## config.mk

```make
export PLATFORM = sky130hd
export DESIGN_NAME = mem_port_arbiter
export DESIGN_NICKNAME = d
export VERILOG_FILES = /design/src/rtl/mem_port_arbiter.sv
export SDC_FILE = /design/constraint.sdc
export NUM_CORES = 1
export LEC_CHECK = 0
export ABC_CLOCK_PERIOD_IN_PS = 2100
export BUFFER_PORTS_ARGS = -buffer_cell sky130_fd_sc_hd__buf_4
export CELL_PAD_IN_SITES_DETAIL_PLACEMENT = 1
export CELL_PAD_IN_SITES_GLOBAL_PLACEMENT = 1
export CORE_ASPECT_RATIO = 0.6
export CORE_UTILIZATION = 19
export DETAILED_ROUTE_END_ITERATION = 6
export HOLD_SLACK_MARGIN = 0.15
export PLACE_DENSITY_LB_ADDON = 0.1
export SLEW_MARGIN = 40
export SYNTH_ARGS = -nofsm -noshare
export SYNTH_HDL_FRONTEND = slang
export SYNTH_SLANG_ARGS = --single-unit
```

## constraint.sdc

```tcl
create_clock -name clk -period 2.1 [get_ports clk]
set_input_delay 0.105 -clock clk [delete_from_list [all_inputs] [get_ports clk]]
set_output_delay 0.105 -clock clk [all_outputs]
set_load 0.02 [all_outputs]
```

## src/rtl/mem_port_arbiter.sv

```systemverilog
// Arbitrates the single-ported unified memory between instruction fetch and load/store.
// Optional macro ROUND_ROBIN_EN: ties go to the side not granted last (default: D wins ties).
module mem_port_arbiter #(
  parameter int unsigned ADDR_W  = 32,
  parameter int unsigned DATA_W  = 32,
  parameter int unsigned MEM_LAT = 2
) (
  input  logic              clk,
  input  logic              rst,
  input  logic              if_req,
  input  logic [ADDR_W-1:0] if_addr,
  output logic              if_ready,
  output logic [DATA_W-1:0] if_rdata,
  input  logic              d_req,
  input  logic              d_we,
  input  logic [ADDR_W-1:0] d_addr,
  input  logic [DATA_W-1:0] d_wdata,
  output logic              d_ready,
  output logic [DATA_W-1:0] d_rdata,
  output logic              sel,
  output logic              mem_en,
  output logic              mem_we,
  output logic [ADDR_W-1:0] mem_addr,
  output logic [DATA_W-1:0] mem_wdata,
  input  logic [DATA_W-1:0] mem_rdata
);

  localparam int unsigned CNT_W = 4;
  localparam logic [0:0] IDLE = 1'b0;
  localparam logic [0:0] BUSY = 1'b1;
  localparam logic [CNT_W-1:0] LAT_END = CNT_W'(MEM_LAT);
  localparam logic [CNT_W-1:0] LAT_PRE = CNT_W'(MEM_LAT - 1);

  logic [0:0]       state, state_nxt;
  logic [CNT_W-1:0] cnt, cnt_nxt;
  logic             sel_nxt;
  logic             mem_en_nxt;
  logic             if_ready_nxt;
  logic             d_ready_nxt;
  logic             grant_d;

`ifdef ROUND_ROBIN_EN
  logic last_d, last_d_nxt;

  // On a tie the side that did not win last time takes the memory.
  always_comb grant_d = d_req & (~if_req | ~last_d);

  always_ff @(posedge clk or negedge rst) begin
    if (!rst) last_d <= 1'b1;
    else      last_d <= last_d_nxt;
  end
`else
  always_comb grant_d = d_req;
`endif

  // Next-state and registered-output decode.
  always_comb begin
    state_nxt    = state;
    cnt_nxt      = cnt;
    sel_nxt      = sel;
    mem_en_nxt   = 1'b0;
    if_ready_nxt = 1'b0;
    d_ready_nxt  = 1'b0;
`ifdef ROUND_ROBIN_EN
    last_d_nxt   = last_d;
`endif
    case (state)
      IDLE: begin
        if (if_req || d_req) begin
          state_nxt  = BUSY;
          cnt_nxt    = '0;
          sel_nxt    = grant_d;
          mem_en_nxt = 1'b1;
`ifdef ROUND_ROBIN_EN
          last_d_nxt = grant_d;
`endif
        end
      end
      BUSY: begin
        if (cnt == LAT_END) begin
          state_nxt = IDLE;
        end else begin
          cnt_nxt = cnt + CNT_W'(1);
          // Ready is a flop, so it is armed one count early to land on LAT_END.
          if (cnt == LAT_PRE) begin
            if_ready_nxt = ~sel;
            d_ready_nxt  = sel;
          end
        end
      end
      default: state_nxt = IDLE;
    endcase
  end

  always_ff @(posedge clk or negedge rst) begin
    if (!rst) begin
      state    <= IDLE;
      cnt      <= '0;
      sel      <= 1'b0;
      mem_en   <= 1'b0;
      if_ready <= 1'b0;
      d_ready  <= 1'b0;
    end else begin
      state    <= state_nxt;
      cnt      <= cnt_nxt;
      sel      <= sel_nxt;
      mem_en   <= mem_en_nxt;
      if_ready <= if_ready_nxt;
      d_ready  <= d_ready_nxt;
    end
  end

  // Datapath mux and read-data fan-out.
  assign mem_we    = mem_en & sel & d_we;
  assign mem_addr  = sel ? d_addr : if_addr;
  assign mem_wdata = d_wdata;
  assign if_rdata  = mem_rdata;
  assign d_rdata   = mem_rdata;

endmodule

```

# Yosys cells after proc, flatten, opt, wreduce, memory -nomap -nowiden
# Cells that the tools add are included.
[word_totals]
register_bits = 9
word_cells = 32
[classes]
add_sub_neg = 1
n_eq_ne = 4
muxes = 14
n_bitwise = 4
reduce_logical = 3
[op_table]
columns = ["operator", "count"]
rows = [
  ["$mux 32", 1],
  ["$mux 1", 9],
  ["$mux 4", 2],
  ["$pmux 4 s2", 1],
  ["$add 4x1->4 const B", 1],
  ["$eq 4x1->1 const B", 1],
  ["$eq 4x2->1 const B", 1],
  ["$ne 2x2->1 const B", 2],
  ["$reduce_and 2->1", 2],
  ["$and 1x1->1", 2],
  ["$not 1->1", 2],
  ["$pmux 1 s2", 1],
  ["$logic_or 1x1->1", 1],
]

# Logic depth before layout (Yosys ltp)
[depth]
depth_word = 4
mapped_depth = 5
ltp_nobuf = 5

# Worst setup path before layout
# OpenSTA, ideal clock, no wires.
[synth_timing]
path_kind = "register -> output"
startpoint = "register sel"
endpoint = "output mem_addr[0]"
arrival_ns = 1.125
t_required_ns = 1.995
slack_ns = 0.870
stages_incl_launch_ff = 4
n_path_buf = 2
cell_sequence = "dfrtp_1 > buf_6 > buf_6 > mux2_4"
[synth_via]
elab_chain_len = 1
[synth_rtl]
columns = ["element", "line_no", "text"]
rows = [
  ["start: declaration", "20", "output logic sel,"],
  ["start signal: assignment", "106", "sel <= sel_nxt;"],
  ["$mux 32", "115", "assign mem_addr = sel ? d_addr : if_addr;"],
  ["end: declaration", "23", "output logic [ADDR_W-1:0] mem_addr,"],
]
# No other way between the ends.

# Worst setup path after layout
[layout_timing]
startpoint = "register sel"
endpoint = "output mem_addr[21]"
# The elaborated chain is that of the path after synthesis.

==> impl_results.md <==
- Status: completed
- Row count: 26
- Ports: 266
- Vias in the first global route: 1226
- Post-Syn Nets: 304
- Area share of the largest cell type after synthesis: 0.432
- R2r setup slk: 0.77 ns
- Share of cells above drive strength 1: 0.779
- Final period utilization: 0.736
- Max Freq: 0.647 GHz
- TritonCTS clock tree: built
- Syn-to-layout area delta: 16.7%
- Tot GR Track Use: 0.0966
- CTS clk-pin slew, worst paths: 0.04 ns
- Multi-input logic area: 664 sq um
- Min-Delay Endpoint: sel
- Cell depth of the worst setup path: 3
- Post-Route WL: 4990 um
- Worst Skew: 0.00230 ns
- Most used cell, CP: buf_4
- Post-route cell area: 0.00194 sq mm
- Vias per inst: 3.78
- DRT iter0 DRCs: 19
- Area leader, netlist: buf_4
- Worst skew pair latency: 0.23 ns
- Setup TNS: 0 ns
- Worst hold path type: in -> reg
- EDFF count, synth: 0
- Initial core utilization: 0.196
- Most frequent cell after synthesis: buf_4
- Residual DRC: 0
- FFs w/ async S/R, synth: 1.00
- Largest net degree at the start of global routing: 22
- RSZ-0062 raised after global routing: no
- Yosys warns: 0
- Fill cell count: 990
- CTS H-Tree Depth: 1
- Top cell family by delay on the critical path: buffers and inverters
- P_leak: 1.02 nW
- Syn Area/Cell: 9.92 sq um
- Top FF cell, synth: dfrtp_1
- Vias: 1107
- Reg2reg path depth: 5
- Die X: 123 um
- CP arrival: 1.44 ns
- First-pass GRT wire length: 6630 um
- CTS root buf: clkbuf_16
- Reg-to-reg critical path endpoint: cnt[2]
- Worst Setup Path Type: reg -> out
- Die Area: 0.00916 sq mm
- Register Area: 226 sq um
- PortBufs: 105
- # nets final: 318
- Number of buffers created by CTS: 3
- Least-Margin Pin Slew: 0.378 ns
- Initial antenna violation count: 0
- Max cap viols: 0
- R2r startpoint: cnt[0]
- ANT cells: 0
- Hold Vio Cnt, Final: 0
- Crit Path Max Fanout: 21
- Peak VDD IR: 0.000259 V
- Most instantiated cells after synthesis: buf_4, mux2_4, dfrtp_1, mux2_1, buf_6
- Slowest CP cell: dfrtp_2
- Cells after synthesis: 168
- Setup crit end kind: output port
- Bufs on Longest Clock Path: 2
- Worst Setup Start Kind: flop
- Final min period: 1.55 ns
- Core area: 0.00852 sq mm
- Hold Startpoint: d_req
- Top cells by area, synth: buf_4, mux2_4, dfrtp_1
- Setup violators final: 0
- Post-CTS resize count: 0
- WP data required: 2.00 ns
- Unique masters post-synth: 23
- Bufs and invs on worst path: 2
- Normalized max-slew margin: 0.748
- WL per Instance: 17.0 um
- Yosys reg bits: 9
- DPL Wire Length: 4420 um
- Worst Hold Depth: 2
- Pwr dens: 1150 mW/mm^2
- Slew Limit Fails: 0
- ANT nets after route: 0
- Register area share after synthesis: 0.135
- Max incr delay on CP: 0.35 ns
- Detailed Routing Iterations Pass 1: 4
- Placed Area: 0.00185 sq mm
- Sink Count: 9
- Placer congestion estimate: 0.814
- Synth Cell Area: 0.00167 sq mm
- Total grt overflow: 0
- Die span in y: 74.5 um
- Critical Path, Cell by Cell: buf_4 > mux2_4 > buf_4
-- stage by stage --
step | setup WS [ns] | power, mW | utilization | hold slack, ns | cells
2_1_floorplan | 0.870 | 1.65 | - | -0.191 | 168
3_3_place_gp | 0.776 | 1.91 | 0.217 | -0.0592 | 287
3_5_place_dp | 0.763 | 1.93 | 0.217 | -0.0551 | 287
4_1_cts | 0.530 | 2.28 | 0.228 | 0.151 | 293
5_1_grt | 0.498 | 2.39 | 0.228 | 0.155 | 293
6_report | 0.555 | 2.24 | 0.228 | 0.151 | 293
-- cells in the final DEF, fill, tap and decap left out --
cell type,instances
inv_1,3
dlygate4sd3_1,2
nor2b_1,1
mux2_4,27
nand2b_1,2
buf_4,107
and3_1,1
nand3_1,2
clkbuf_16,3
mux2_1,6
o21ai_1,1
a31oi_1,1
clkbuf_1,1
a21bo_1,1
nor2_2,1
a22o_1,2
o21bai_4,1
mux2i_1,2
nor3b_1,1
dfrtp_2,1
nor3_2,1
nand2_1,1
ha_1,3
nor3_1,1
xnor2_1,1
dfrtp_1,8
-- routing by layer --
layer	part of all wire	vias up	global-route usage
met5	0	-	0.0104
met4	0.020	0	0.0434
met3	0.15	20	0.0452
met2	0.49	106	0.165
met1	0.34	502	0.102
li1	-	479	-
-- power breakdown --
part	switching, mW	internal [mW]	total [mW]
combinational	0.757	0.826	1.58
sequential	0.0713	0.244	0.316
clock	0.0858	0.254	0.340
total	0.914	1.32	2.24
-- cell type report --
cell class                      count  area share
Sequential cell                     9       0.116
Inverter                            3     0.00579
Tap cell                          112      0.0721
Timing Repair Buffer              109       0.423
Clock buffer                        4      0.0405
Multi-Input combinational cell     56       0.342
-- worst reg2reg max path: cells and delay by family (launching register included) --
| family | cells | cell delay, ns |
|---|---|---|
| DFF | 1 | 0.42 |
| adders and majority gates | 1 | 0.27 |
| AOI/OAI and AO/OA | 2 | 0.25 |
| and+or+nand+nor | 1 | 0.17 |
| buffers and inverters | 1 | 0.11 |
-- cell families after synthesis --
kind of cell / share of synthesized area
XOR/XNOR: 0.00526
multiplexers: 0.296
buffers and inverters: 0.466
AO/OA/AOI/OAI: 0.0345
adder cells (fa/ha/maj): 0.0225
flip-flops: 0.135
AND/OR/NAND/NOR: 0.0405
-- flip-flops by register name, indices dropped and copies added (netlist names) --
signal and count:
cnt 4, d_ready 1, if_ready 1, mem_en 1
sel 1, state 1
-- timing repair --
action                                 4_1_cts  5_1_grt
hold buffers                                 2        0
buffers inserted                             0        0
endpoints found under the hold margin       10        0
-- worst max path at each step --
stage            from      endpoint  slack [ns]
6_report          sel  mem_addr[21]        0.55
5_1_grt           sel  mem_addr[13]        0.50
4_1_cts           sel  mem_addr[13]        0.53
3_5_place_dp   cnt[0]        cnt[2]        0.76
3_3_place_gp   cnt[0]        cnt[2]        0.78
2_1_floorplan     sel   mem_addr[0]        0.87
Note: power is estimated with default switching activity, not from simulation.
